## src/rtl/fp_input_exception_unit.sv

```systemverilog
// Purpose : classifies an FP operand pair (NaN/Inf/invalid) ahead of the adder, keeps sticky result flags and an invalid-op counter.
// Latency : 2 cycles from accept to out_valid (S1 class registers, S2 combined exception vector); one pair per cycle.
// Backpressure: valid/ready skid-free two-stage pipe; in_ready depends only on registered state and out_ready.
//
// Ports: clk/resetn (async active-low); in_valid/in_ready/in_a/in_b/in_op operand channel;
//        out_valid/out_ready/out_a/out_b/out_op/out_exc classified channel ({INV,A_NaN,B_NaN,A_Inf,B_Inf});
//        flags_valid/flags_in/flags_clr -> sticky_flags; inv_count counts delivered invalid pairs (saturating).
module fp_input_exception_unit #(
    parameter int DWIDTH   = 16,
    parameter int EXPONENT = 5,
    parameter int MANTISSA = 10
) (
    input  logic              clk,
    input  logic              resetn,
    input  logic              in_valid,
    output logic              in_ready,
    input  logic [DWIDTH-1:0] in_a,
    input  logic [DWIDTH-1:0] in_b,
    input  logic              in_op,
    output logic              out_valid,
    input  logic              out_ready,
    output logic [DWIDTH-1:0] out_a,
    output logic [DWIDTH-1:0] out_b,
    output logic              out_op,
    output logic [4:0]        out_exc,
    input  logic              flags_valid,
    input  logic [4:0]        flags_in,
    input  logic              flags_clr,
    output logic [4:0]        sticky_flags,
    output logic [7:0]        inv_count
);

    localparam logic [7:0] CNT_MAX = 8'hFF;

    // Field classification of one operand.
    function automatic logic is_nan(input logic [DWIDTH-1:0] x);
        return (&x[DWIDTH-2 -: EXPONENT]) & (|x[MANTISSA-1:0]);
    endfunction

    function automatic logic is_inf(input logic [DWIDTH-1:0] x);
        return (&x[DWIDTH-2 -: EXPONENT]) & ~(|x[MANTISSA-1:0]);
    endfunction

    // Stage 1 state
    logic              v1;
    logic [DWIDTH-1:0] a1;
    logic [DWIDTH-1:0] b1;
    logic              op1;
    logic              a_nan1;
    logic              b_nan1;
    logic              a_inf1;
    logic              b_inf1;
    logic              effsub1;

    // Stage 2 state (drives the outputs directly)
    logic              v2;

    logic s2_load;
    logic s1_load;
    logic exc_inv;
    logic xfer_inv;

    assign s2_load   = ~v2 | out_ready;
    assign in_ready  = ~v1 | s2_load;
    assign s1_load   = in_ready;
    assign out_valid = v2;

    // Inf - Inf with effective subtraction is the only invalid case not caused by a NaN.
    assign exc_inv  = a_nan1 | b_nan1 | (a_inf1 & b_inf1 & effsub1);
    assign xfer_inv = v2 & out_ready & out_exc[4];

    always_ff @(posedge clk or negedge resetn) begin
        if (!resetn) begin
            v1      <= 1'b0;
            a1      <= '0;
            b1      <= '0;
            op1     <= 1'b0;
            a_nan1  <= 1'b0;
            b_nan1  <= 1'b0;
            a_inf1  <= 1'b0;
            b_inf1  <= 1'b0;
            effsub1 <= 1'b0;
        end else if (s1_load) begin
            v1 <= in_valid;
            // Data only captured for a real pair; bubbles leave it untouched.
            if (in_valid) begin
                a1      <= in_a;
                b1      <= in_b;
                op1     <= in_op;
                a_nan1  <= is_nan(in_a);
                b_nan1  <= is_nan(in_b);
                a_inf1  <= is_inf(in_a);
                b_inf1  <= is_inf(in_b);
                effsub1 <= in_a[DWIDTH-1] ^ in_b[DWIDTH-1] ^ in_op;
            end
        end
    end

    always_ff @(posedge clk or negedge resetn) begin
        if (!resetn) begin
            v2      <= 1'b0;
            out_a   <= '0;
            out_b   <= '0;
            out_op  <= 1'b0;
            out_exc <= '0;
        end else if (s2_load) begin
            v2 <= v1;
            if (v1) begin
                out_a   <= a1;
                out_b   <= b1;
                out_op  <= op1;
                out_exc <= {exc_inv, a_nan1, b_nan1, a_inf1, b_inf1};
            end
        end
    end

    always_ff @(posedge clk or negedge resetn) begin
        if (!resetn) begin
            sticky_flags <= '0;
        end else if (flags_clr) begin
            sticky_flags <= flags_valid ? flags_in : 5'b0;
        end else if (flags_valid) begin
            sticky_flags <= sticky_flags | flags_in;
        end
    end

    // A clear coinciding with an invalid delivery counts that delivery.
    always_ff @(posedge clk or negedge resetn) begin
        if (!resetn) begin
            inv_count <= '0;
        end else if (flags_clr) begin
            inv_count <= xfer_inv ? 8'd1 : 8'd0;
        end else if (xfer_inv && (inv_count != CNT_MAX)) begin
            inv_count <= inv_count + 8'd1;
        end
    end

endmodule
```

## config.mk

```make
export PLATFORM = sky130hd
export DESIGN_NAME = fp_input_exception_unit
export DESIGN_NICKNAME = d
export VERILOG_FILES = /design/src/rtl/fp_input_exception_unit.sv
export SDC_FILE = /design/constraint.sdc
export NUM_CORES = 1
export LEC_CHECK = 0
export BUFFER_PORTS_ARGS = -buffer_cell sky130_fd_sc_hd__buf_2
export CORE_AREA = 5 5 78 116
export CTS_CLUSTER_DIAMETER = 150
export DETAILED_ROUTE_END_ITERATION = 7
export DIE_AREA = 0 0 83 121
export PLACE_DENSITY = 0.82
export SLEW_MARGIN = 25
export SYNTH_ARGS = -nofsm -noshare
export SYNTH_HDL_FRONTEND = slang
export SYNTH_SLANG_ARGS = --single-unit
```

## constraint.sdc

```tcl
create_clock -name clk -period 1.32 [get_ports clk]
set_clock_uncertainty 0.1 [all_clocks]
set_input_delay 0.198 -clock clk [delete_from_list [all_inputs] [get_ports clk]]
set_output_delay 0.198 -clock clk [all_outputs]
set_load 0.05 [all_outputs]
```

==> flow_summary.yaml, run 1 <==
outcome:
  status: "finished with violations"
  violations: "setup timing"
detailed_routing:
  drt-total-wl_um: 10800
  drt_iter0_drc: 124
  post_drt_wl_per_cell_um: 20.4
  drc_errors: 0
  drt-pass1-iter-count: 4
  via_per_inst: 5.20
  ant_nets: 0
  vias: 2755
hold_path:
  hold_class: "in -> reg"
  hold_depth: 2
clocking:
  clockRootBuffer: "clkbuf_16"
  cts_max_level: 3
  cts_buffers: 9
  clockBufferDepth: 2
  clkTransAtPathRegs_ns: 0.07
  cts_sinks: 91
  cts_tree: "built"
  clk_latency_ns: 0.34
yosys:
  syn_area_sq_um: 3630
  syn_inst: 254
  synth.largest_area_cell: "dfrtp_1"
  ys_seq_area_share_pct: 62.7
  yosysUniqueCellTypes: 32
  synth-seq-cells: 91
  syn-num-nets: 299
  synth_warnings: 0
  synth.top_cell.area_share_pct: 62.7
  synth_area_leaders: "dfrtp_1 (63%), mux2_2 (22%), buf_6 (1.9%)"
  avgSynthCellArea_sq_um: 14.3
finish:
  drive_above_1_share_pct: 66.1
  finalNetCount: 465
  final_util_pct: 74.8
  instances_no_fill: 530
  area_growth_pct: 62.9
  n_antenna_cell: 0
timing:
  fin_ws_ns: -0.230
  drv_slew: 0
  period_minus_slack_ns: 1.55
  worstMarginPinSlew_ns: 0.456
  hold_viol: 0
  setup_viol: 89
  rsz0062_at_grt: "yes"
  period_share_pct: 117
  slew_headroom_pct: 69.3
  max_freq_mhz: 645
floorplanning:
  dieArea_sq_um: 10000
  coreArea_sq_um: 7910
  die_w_um: 83
  rows: 40
  ios: 97
  die_y_um: 121
  initial_core_util_pct: 45.9
placed_design:
  place_ws_ns: -0.127
  port_buffers: 96
  gp_congestion: 0.784
  dp.cells: 474
  dp_hpwl_um: 6310
flow_run:
  cap_violations: 0
global_route:
  antenna_found_initial: 0
  grt_overflow_total: 0
  grt_usage_pct: 20.4
  grt_pass1_wl_um: 15900
  grt_pass1_vias: 3023
  grt_max_degree: 41
pwr:
  power.leakage_nw: 2.90
  vdd.ir_drop.worst_uv: 1110
  power_density_nw_per_um2: 1500
  p_total_mw: 8.89
critical_path:
  critPathKind: "reg -> reg"
  arrival_ns: 1.70
  end_kind: "register"
  worstPathRequired_ns: 1.47
  cp-start-kind: "register"
  crit_fanout: 2
  reg2regPathDepth: 5
-- what timing repair did --
action                                  4_1_cts  5_1_grt
gates resized for setup                      64       31
gates cloned                                  4        2
hold endpoints to repair                    103        0
buffers inserted                             10       11
endpoints found under the setup margin       92       95
hold buffers                                 13        0
pin swaps                                     6       18
-- critical path, cell delays in order (launching register included) --
cell and delay (ns):
dfrtp_2 0.44, ha_4 0.19, nand3_4 0.08, nor2_4 0.05, or4_4 0.42, a21oi_2 0.18
-- path summary, 6_finish.rpt --
path                               from      endpoint  slack (ns)
max                        inv_count[0]  inv_count[3]       -0.23
min                             in_a[9]         a1[9]       0.008
max reg2reg                inv_count[0]  inv_count[3]       -0.23
min reg2reg                    out_a[8]      out_a[8]        0.41
max in group asynchronous        resetn  inv_count[6]        0.42
min in group asynchronous        resetn      out_b[0]        0.19
-- sequential cells by signal, indices dropped and copies added, names as in the netlist, 5 cells and up --
signal / cells
a1: 16
b1: 16
out_b: 16
out_exc: 5
out_a: 16
inv_count: 8
sticky_flags: 5
-- routing by layer --
layer	global-route usage, %	vias up	routed length [um]	part of all wire (%)
li1	-	1248	-	-
met1	22.6	1372	4040	37
met2	36.7	110	5920	55
met3	3.74	25	519	4.8
met4	11.1	0	336	3.1
met5	0	-	0	0
-- cells in the mapped netlist (all sizes together) --
master and instances:
dfrtp 91, mux2 70, nand2 14, buf 9
nor2 9, nand3 8, o21ai 8, a21oi 5
inv 5, and3 4, nor4 4, nand2b 3
nor3 3, o31ai 3, a211oi 2, a22o 2
a311oi 2, mux2i 2, nand3b 2, and2 1
and4b 1, ha 1, nand4 1, o311ai 1
or4 1, xnor2 1, xor2 1
-- cell usage in the layout, fill, tap and decap left out, types with 3 or more instances in the layout --
cell | netlist | final
buf_2 | 2 | 83
dfrtp_1 | 91 | 82
mux2_4 | 0 | 70
buf_4 | 1 | 26
buf_6 | 6 | 15
dlygate4sd3_1 | 0 | 13
buf_8 | 0 | 12
clkbuf_16 | 0 | 11
dfrtp_2 | 0 | 9
nand2_1 | 13 | 8
buf_12 | 0 | 8
inv_1 | 5 | 5
o21ai_0 | 8 | 5
nor2_4 | 0 | 4
nor2_1 | 9 | 4
nor4_1 | 4 | 4
buf_16 | 0 | 4
nand3_4 | 0 | 3
a21oi_2 | 0 | 3
nand3_1 | 7 | 3
nand2_2 | 1 | 3
clkinvlp_4 | 0 | 3
-- kinds of logic (layout without fill, tap and decap cells) --
| group | count (synthesis) | count (layout) | synth area share, % |
|---|---|---|---|
| DFF | 91 | 91 | 62.7 |
| AOI/OAI and AO/OA | 23 | 23 | 4.03 |
| xor gates and xnor gates | 2 | 2 | 0.483 |
| buffers and inverters | 14 | 185 | 2.86 |
| muxes | 72 | 72 | 22.3 |
| and+or+nand+nor | 51 | 51 | 7.27 |
| adders and majority gates | 1 | 1 | 0.345 |
-- report_power, final --
group	switching, mW	internal [mW]
clock	1.06	1.47
combinational	1.67	1.15
sequential	0.300	3.24
total	3.02	5.86
-- final cells by class --
class / count / area, sq um
inverters: 5 / 18.8
well taps: 105 / 131
clock inverters: 6 / 66.3
clock buffers: 10 / 229
flip-flops and latches: 91 / 2290
fillers: 471 / 2000
multi-input cells: 149 / 1760
repair buffers: 164 / 1420
-- through the flow --
stage | TNS [ns] | hold WS [ns] | area (sq um)
finish | -10.74 | 0.00840 | 5910
global route | -13.87 | 0.00773 | 5910
CTS | -9.17 | 0.00116 | 5620
detailed placement | -5.75 | -0.00111 | 4790
global placement | -5.05 | -0.00916 | 4790
floorplan | -34.75 | -0.198 | 4000
Power figures use the tool's default switching activity.
==> inputs of run 2 (changes only) <==
--- a/config.mk
+++ b/config.mk
@@ -5,12 +5,13 @@
 export SDC_FILE = /design/constraint.sdc
 export NUM_CORES = 1
 export LEC_CHECK = 0
+export ABC_AREA = 1
 export BUFFER_PORTS_ARGS = -buffer_cell sky130_fd_sc_hd__buf_2
-export CORE_AREA = 5 5 78 116
+export CORE_AREA = 5 5 80 119
 export CTS_CLUSTER_DIAMETER = 150
 export DETAILED_ROUTE_END_ITERATION = 7
-export DIE_AREA = 0 0 83 121
-export PLACE_DENSITY = 0.82
+export DIE_AREA = 0 0 85 124
+export PLACE_DENSITY = 0.83
 export SLEW_MARGIN = 25
 export SYNTH_ARGS = -nofsm -noshare
 export SYNTH_HDL_FRONTEND = slang
==> run 2 against run 1 <==
Compared with the run above:
- the run still ends with setup timing left
- critical path depth grew 2
- die area increased by 4.9%
- count of clock-buffer cells in the layout rose by 2
- register-to-register slack better by 0.15 ns
- hold slack lost 0.00076 ns
- critical path type unchanged
- critical endpoint is now inv_count[2]
- largest power group unchanged
==> flow_summary.yaml, run 2 <==
outcome:
  status: "finished with violations"
  violations: "setup timing"
timing:
  setup_tns_ns: -1.17
  worstMarginPinSlew_ns: 0.332
  period_share_pct: 106
  max_freq_mhz: 715
  fin_ws_ns: -0.0778
  setup_viol: 31
  rsz0062_at_grt: "yes"
  period_minus_slack_ns: 1.40
  hold_viol: 0
  slew_headroom_pct: 77.7
  drv_slew: 0
global_route:
  grt_max_degree: 26
  met1_usage_pct: 22.3
  met2_usage_pct: 32.2
  antenna_found_initial: 0
  grt_use_met3_pct: 5.82
  grt-busiest-layer: "met2"
  grt_pass1_vias: 3222
  grt_pass1_wl_um: 15700
  grt_overflow_total: 0
  grt_usage_pct: 19.1
clocking:
  cts_buffers: 9
  clkTransAtPathRegs_ns: 0.06
  clk_latency_ns: 0.34
  cts_max_level: 3
  clockBufferDepth: 2
  cts_sinks: 91
  cts_tree: "built"
  clockRootBuffer: "clkbuf_16"
detailed_routing:
  post_drt_wl_per_cell_um: 16.2
  vias: 3174
  drt-pass1-iter-count: 4
  drt-total-wl_um: 10200
  via_per_inst: 5.05
  drc_errors: 0
  ant_nets: 0
  drt_iter0_drc: 203
finish:
  area_growth_pct: 38.4
  final_common_cell: "nand2_1"
  finalNetCount: 561
  final_util_pct: 65.3
  drive_above_1_share_pct: 39.2
  fill_cells: 608
  n_antenna_cell: 0
  layout_common_cells: "nand2_1 (101), buf_2 (83), dfrtp_1 (81), inv_1 (36), o21ai_0 (27)"
hold_path:
  hold_class: "in -> reg"
  hold_depth: 2
  hold_path.startpoint: "flags_in[0]"
  hold_end: "sticky_flags[0]"
critical_path:
  worst_path_largest_cell_delay_ns: 0.43
  crit_path_cell_trace: "ha_4 -> nand2_4 -> nor2_4 -> a21oi_4 -> buf_6 -> nand3_2 -> nand2_1"
  end_kind: "register"
  arrival_ns: 1.57
  critPathKind: "reg -> reg"
  reg2reg_to: "inv_count[2]"
  crit_fanout: 5
  worstPathRequired_ns: 1.49
  r2r-start: "inv_count[0]"
  cp-start-kind: "register"
  crit_slowest_cell: "dfrtp_2"
  reg2reg_slack_ns: -0.08
  reg2regPathDepth: 7
yosys:
  synth.top_cell.area_share_pct: 58.1
  synth.largest_area_cell: "dfrtp_1"
  synth_common_cells: "nand2_1 (104), dfrtp_1 (91), inv_1 (36)"
  synth-seq-cells: 91
  syn_area_sq_um: 3920
  yosysUniqueCellTypes: 31
  synthFlopType: "dfrtp_1"
  avgSynthCellArea_sq_um: 10.5
  synth_area_leaders: "dfrtp_1 (58%), nand2_1 (10%), mux2_4 (8.4%)"
  syn-num-nets: 419
  synth_warnings: 0
  synth.most_common_cell: "nand2_1"
  synth_edf_count: 0
  synthArstFlopShare_pct: 100
  ys_seq_area_share_pct: 58.1
  syn_inst: 374
floorplanning:
  die_w_um: 85
  ios: 97
  rows: 41
  die_y_um: 124
  dieArea_sq_um: 10500
  coreArea_sq_um: 8310
  initial_core_util_pct: 47.2
placed_design:
  dp_hpwl_um: 6790
  port_buffers: 96
  place_ws_ns: -0.0511
  gp_congestion: 0.831
pwr:
  power_density_nw_per_um2: 1800
  vdd.ir_drop.worst_uv: 1070
  power.leakage_nw: 2.79
flow_run:
  cap_violations: 0
[run 2: cells by family (layout without fill, tap and decap cells)]
kind of cell	Yosys count	in the layout	share of synthesized area, %
xor+xnor	3	3	0.670
flops	91	91	58.1
mux	24	24	9.00
compound gates	56	56	9.45
fa+ha+maj	1	1	0.319
buf+inv	51	198	6.42
simple gates	148	148	16.1
[run 2: critical path, delay by kind of cell (launching register included)]
family | cells | cell delay, ns
compound gates | 1 | 0.22
fa+ha+maj | 1 | 0.18
buf+inv | 1 | 0.16
flops | 1 | 0.43
simple gates | 4 | 0.25
[run 2: cell type report]
cell class,count,area (sq um),share of cell area (%)
multi-input combinational,232,1460,26.9
clock inverter,4,73.8,1.36
tap,107,134,2.47
sequential,91,2290,42.2
inverter,39,149,2.75
clock buffer,12,246,4.54
timing repair buffer,143,1070,19.8
[run 2: timing repair]
| action | CTS | global route |
|---|---|---|
| hold buffers | 20 | 0 |
| setup endpoints to repair | 44 | 46 |
| pin swaps | 12 | 12 |
| cloned | 0 | 1 |
| gates resized for setup | 26 | 16 |
| buffers inserted | 1 | 4 |
| endpoints found under the hold margin | 110 | 0 |
[run 2: where the power goes]
group          switching, mW  total (mW)  internal [mW]
Sequential             0.351        3.69           3.34
Clock                   1.04        2.75           1.71
Combinational           2.23        3.34           1.12
Total                   3.62        9.79           6.17
[run 2: per-stage QoR]
step | hold WS, ns | instance area (sq um) | std cells | power (mW)
final | 0.00764 | 5420 | 628 | 9.79
after global routing | 0.00772 | 5420 | 628 | 10.2
after CTS | 0.000383 | 5320 | 623 | 9.76
after detailed placement | 0.0197 | 4700 | 586 | 6.88
after global placement | 0.0139 | 4700 | 586 | 6.79
after floorplan | -0.198 | 3960 | 374 | 5.98
[run 2: per-layer routing]
| layer | wire, um | share of wire [%] | up-vias |
|---|---|---|---|
| met2 | 5430 | 53 | 122 |
| met5 | 0 | 0 | - |
| li1 | - | - | 1489 |
| met3 | 605 | 5.9 | 28 |
| met4 | 274 | 2.7 | 0 |
| met1 | 3900 | 38 | 1535 |
[run 2: how the worst max path moves through the flow]
| stage | end | cells after the start | slack (ns) | start |
|---|---|---|---|---|
| 4_1_cts | in_ready | 2 | -0.06 | v1 |
| 3_3_place_gp | inv_count[0] | 7 | -0.01 | inv_count[1] |
| 5_1_grt | inv_count[1] | 7 | -0.14 | inv_count[0] |
| 2_1_floorplan | out_a[0] | 4 | -0.15 | out_valid |
| 3_5_place_dp | inv_count[2] | 7 | -0.05 | inv_count[1] |
| 6_report | inv_count[2] | 7 | -0.08 | inv_count[0] |
==> inputs of run 3 (changes only) <==
--- a/config.mk
+++ b/config.mk
@@ -6,7 +6,7 @@
 export NUM_CORES = 1
 export LEC_CHECK = 0
 export ABC_AREA = 1
-export BUFFER_PORTS_ARGS = -buffer_cell sky130_fd_sc_hd__buf_2
+export BUFFER_PORTS_ARGS = -buffer_cell sky130_fd_sc_hd__buf_4
 export CORE_AREA = 5 5 80 119
 export CTS_CLUSTER_DIAMETER = 150
 export DETAILED_ROUTE_END_ITERATION = 7
==> run 3 against run 2 <==
Compared with the run above:
- the run still ends with setup timing left
- hold slack gained 0.014 ns
- power grew 0.36%
- via count decreased by 0.72%
- critical path type is now reg -> out
- largest cell class unchanged
==> flow_summary.yaml, run 3 (synthesized netlist as in run 2, its figures left out) <==
outcome:
  status: "finished with violations"
  violations: "setup timing"
critical_path:
  end_kind: "output port"
  reg2regPathDepth: 4
  arrival_ns: 1.12
  cp-start-kind: "register"
  worstPathRequired_ns: 1.02
  reg2reg_slack_ns: -0.09
  crit_fanout: 3
  critPathKind: "reg -> out"
  r2r-start: "out_valid"
  reg2reg_to: "out_b[0]"
pwr:
  switching_share_pct: 36.8
  power_frac_comb_pct: 37.0
  power_frac_clock_pct: 25.3
  power.internal_mw: 6.21
  power_frac_seq_pct: 37.7
  switchingPower_mw: 3.62
  vdd.ir_drop.worst_uv: 856
  power.leakage_nw: 2.87
  power_density_nw_per_um2: 1730
finish:
  layout_common_cells: "buf_4 (104), nand2_1 (100), dfrtp_1 (82), inv_1 (36), o21ai_0 (27)"
  area_growth_pct: 44.7
  n_antenna_cell: 0
  final_common_cell: "buf_4"
  finalNetCount: 566
  seqCellArea_sq_um: 2290
  multi_input_area_sq_um: 1460
  fill_cells: 588
  drive_above_1_share_pct: 39.0
  final_util_pct: 68.2
hold_path:
  hold_path.startpoint: "flags_in[1]"
  hold_depth: 2
  hold_class: "in -> reg"
  hold_end: "sticky_flags[1]"
global_route:
  grt_usage_pct: 19.4
  antenna_found_initial: 0
  grt_pass1_wl_um: 15900
  grt_overflow_total: 0
  grt_pass1_vias: 3248
  grt_max_degree: 38
clocking:
  clockRootBuffer: "clkbuf_16"
  cts_sinks: 91
  clk_latency_ns: 0.34
  cts_buffers: 9
  cts_max_level: 3
  clkTransAtPathRegs_ns: 0.06
  clockBufferDepth: 2
  cts_tree: "built"
detailed_routing:
  highest_layer: "met4"
  vias: 3151
  drt-pass1-iter-count: 4
  ant_nets: 0
  drc_errors: 0
  dr_wl_met2_um: 5300
  wl_met3_um: 565
  drt_iter0_drc: 173
  drt-total-wl_um: 9910
  wl_met1_um: 3780
  via_per_inst: 4.98
  post_drt_wl_per_cell_um: 15.7
timing:
  whs_ns: 0.0213
  setup_viol: 39
  worstMarginPinSlew_ns: 0.311
  slew_headroom_pct: 79.1
  drv_slew: 0
  period_minus_slack_ns: 1.42
  period_share_pct: 107
  max_freq_mhz: 705
  fin_ws_ns: -0.0985
  hold_viol: 0
  rsz0062_at_grt: "yes"
floorplanning:
  die_w_um: 85
  ios: 97
  rows: 41
  dieArea_sq_um: 10500
  die_y_um: 124
  coreArea_sq_um: 8310
  initial_core_util_pct: 47.2
flow_run:
  cap_violations: 0
placed_design:
  dp_hpwl_um: 6910
  place_ws_ns: -0.0591
  port_buffers: 96
  gp_congestion: 0.838
## run 3: cell types whose count changed in the layout (fill, tap and decap cells not counted), sizes merged
cell         change
clkinvlp         +1
buf              +4
dlygate4sd3      +1
bufinv           -1
## run 3: critical path: stages, from the launching register on
cell and delay (ns):
dfrtp_2 0.45, nand3_4 0.15, buf_8 0.18
## run 3: layer usage
metal	GRT usage, %	up-vias
met5	0	-
met4	8.32	0
met3	5.23	24
met2	33.7	102
met1	22.3	1521
li1	-	1504
## run 3: power by group through the flow
stage	clock (mW)	sequential [mW]	combinational [mW]
2_1_floorplan	0	5.02	0.953
3_3_place_gp	0	3.71	3.39
3_5_place_dp	0	3.74	3.46
4_1_cts	2.55	3.70	3.58
5_1_grt	2.66	3.77	3.83
6_report	2.48	3.71	3.63
## run 3: timing repair
item	CTS	global route
pin swaps	8	9
setup buffers	7	3
hold buffers	21	0
setup endpoints to repair	41	45
gates cloned	0	2
endpoints found under the hold margin	111	0
resized for setup	20	9
## run 3: area by class of cell
cell class / count / share of cell area [%]
clock buffers: 12 / 4.17
clock inverters: 4 / 0.904
multi-input cells: 232 / 25.7
flip-flops and latches: 91 / 40.3
inverters: 39 / 2.63
well taps: 107 / 2.36
repair buffers: 148 / 23.9
## run 3: metrics by stage
stage                     cells  power, mW  TNS (ns)  instance area [sq um]
after floorplan             374       5.98     -9.17                   3960
after global placement      584       7.10   -0.0488                   4940
after detailed placement    584       7.20    -0.897                   4940
after CTS                   628       9.83     -1.69                   5560
after global routing        633       10.3     -4.26                   5670
final                       633       9.82     -2.55                   5670
## run 3: worst max path at each step
stage,to,from,cells after the start
floorplan,out_a[0],out_valid,4
global placement,inv_count[0],inv_count[1],7
detailed placement,inv_count[4],inv_count[1],7
CTS,out_a[6],out_valid,4
global route,inv_count[3],inv_count[0],7
finish,in_ready,v1,2
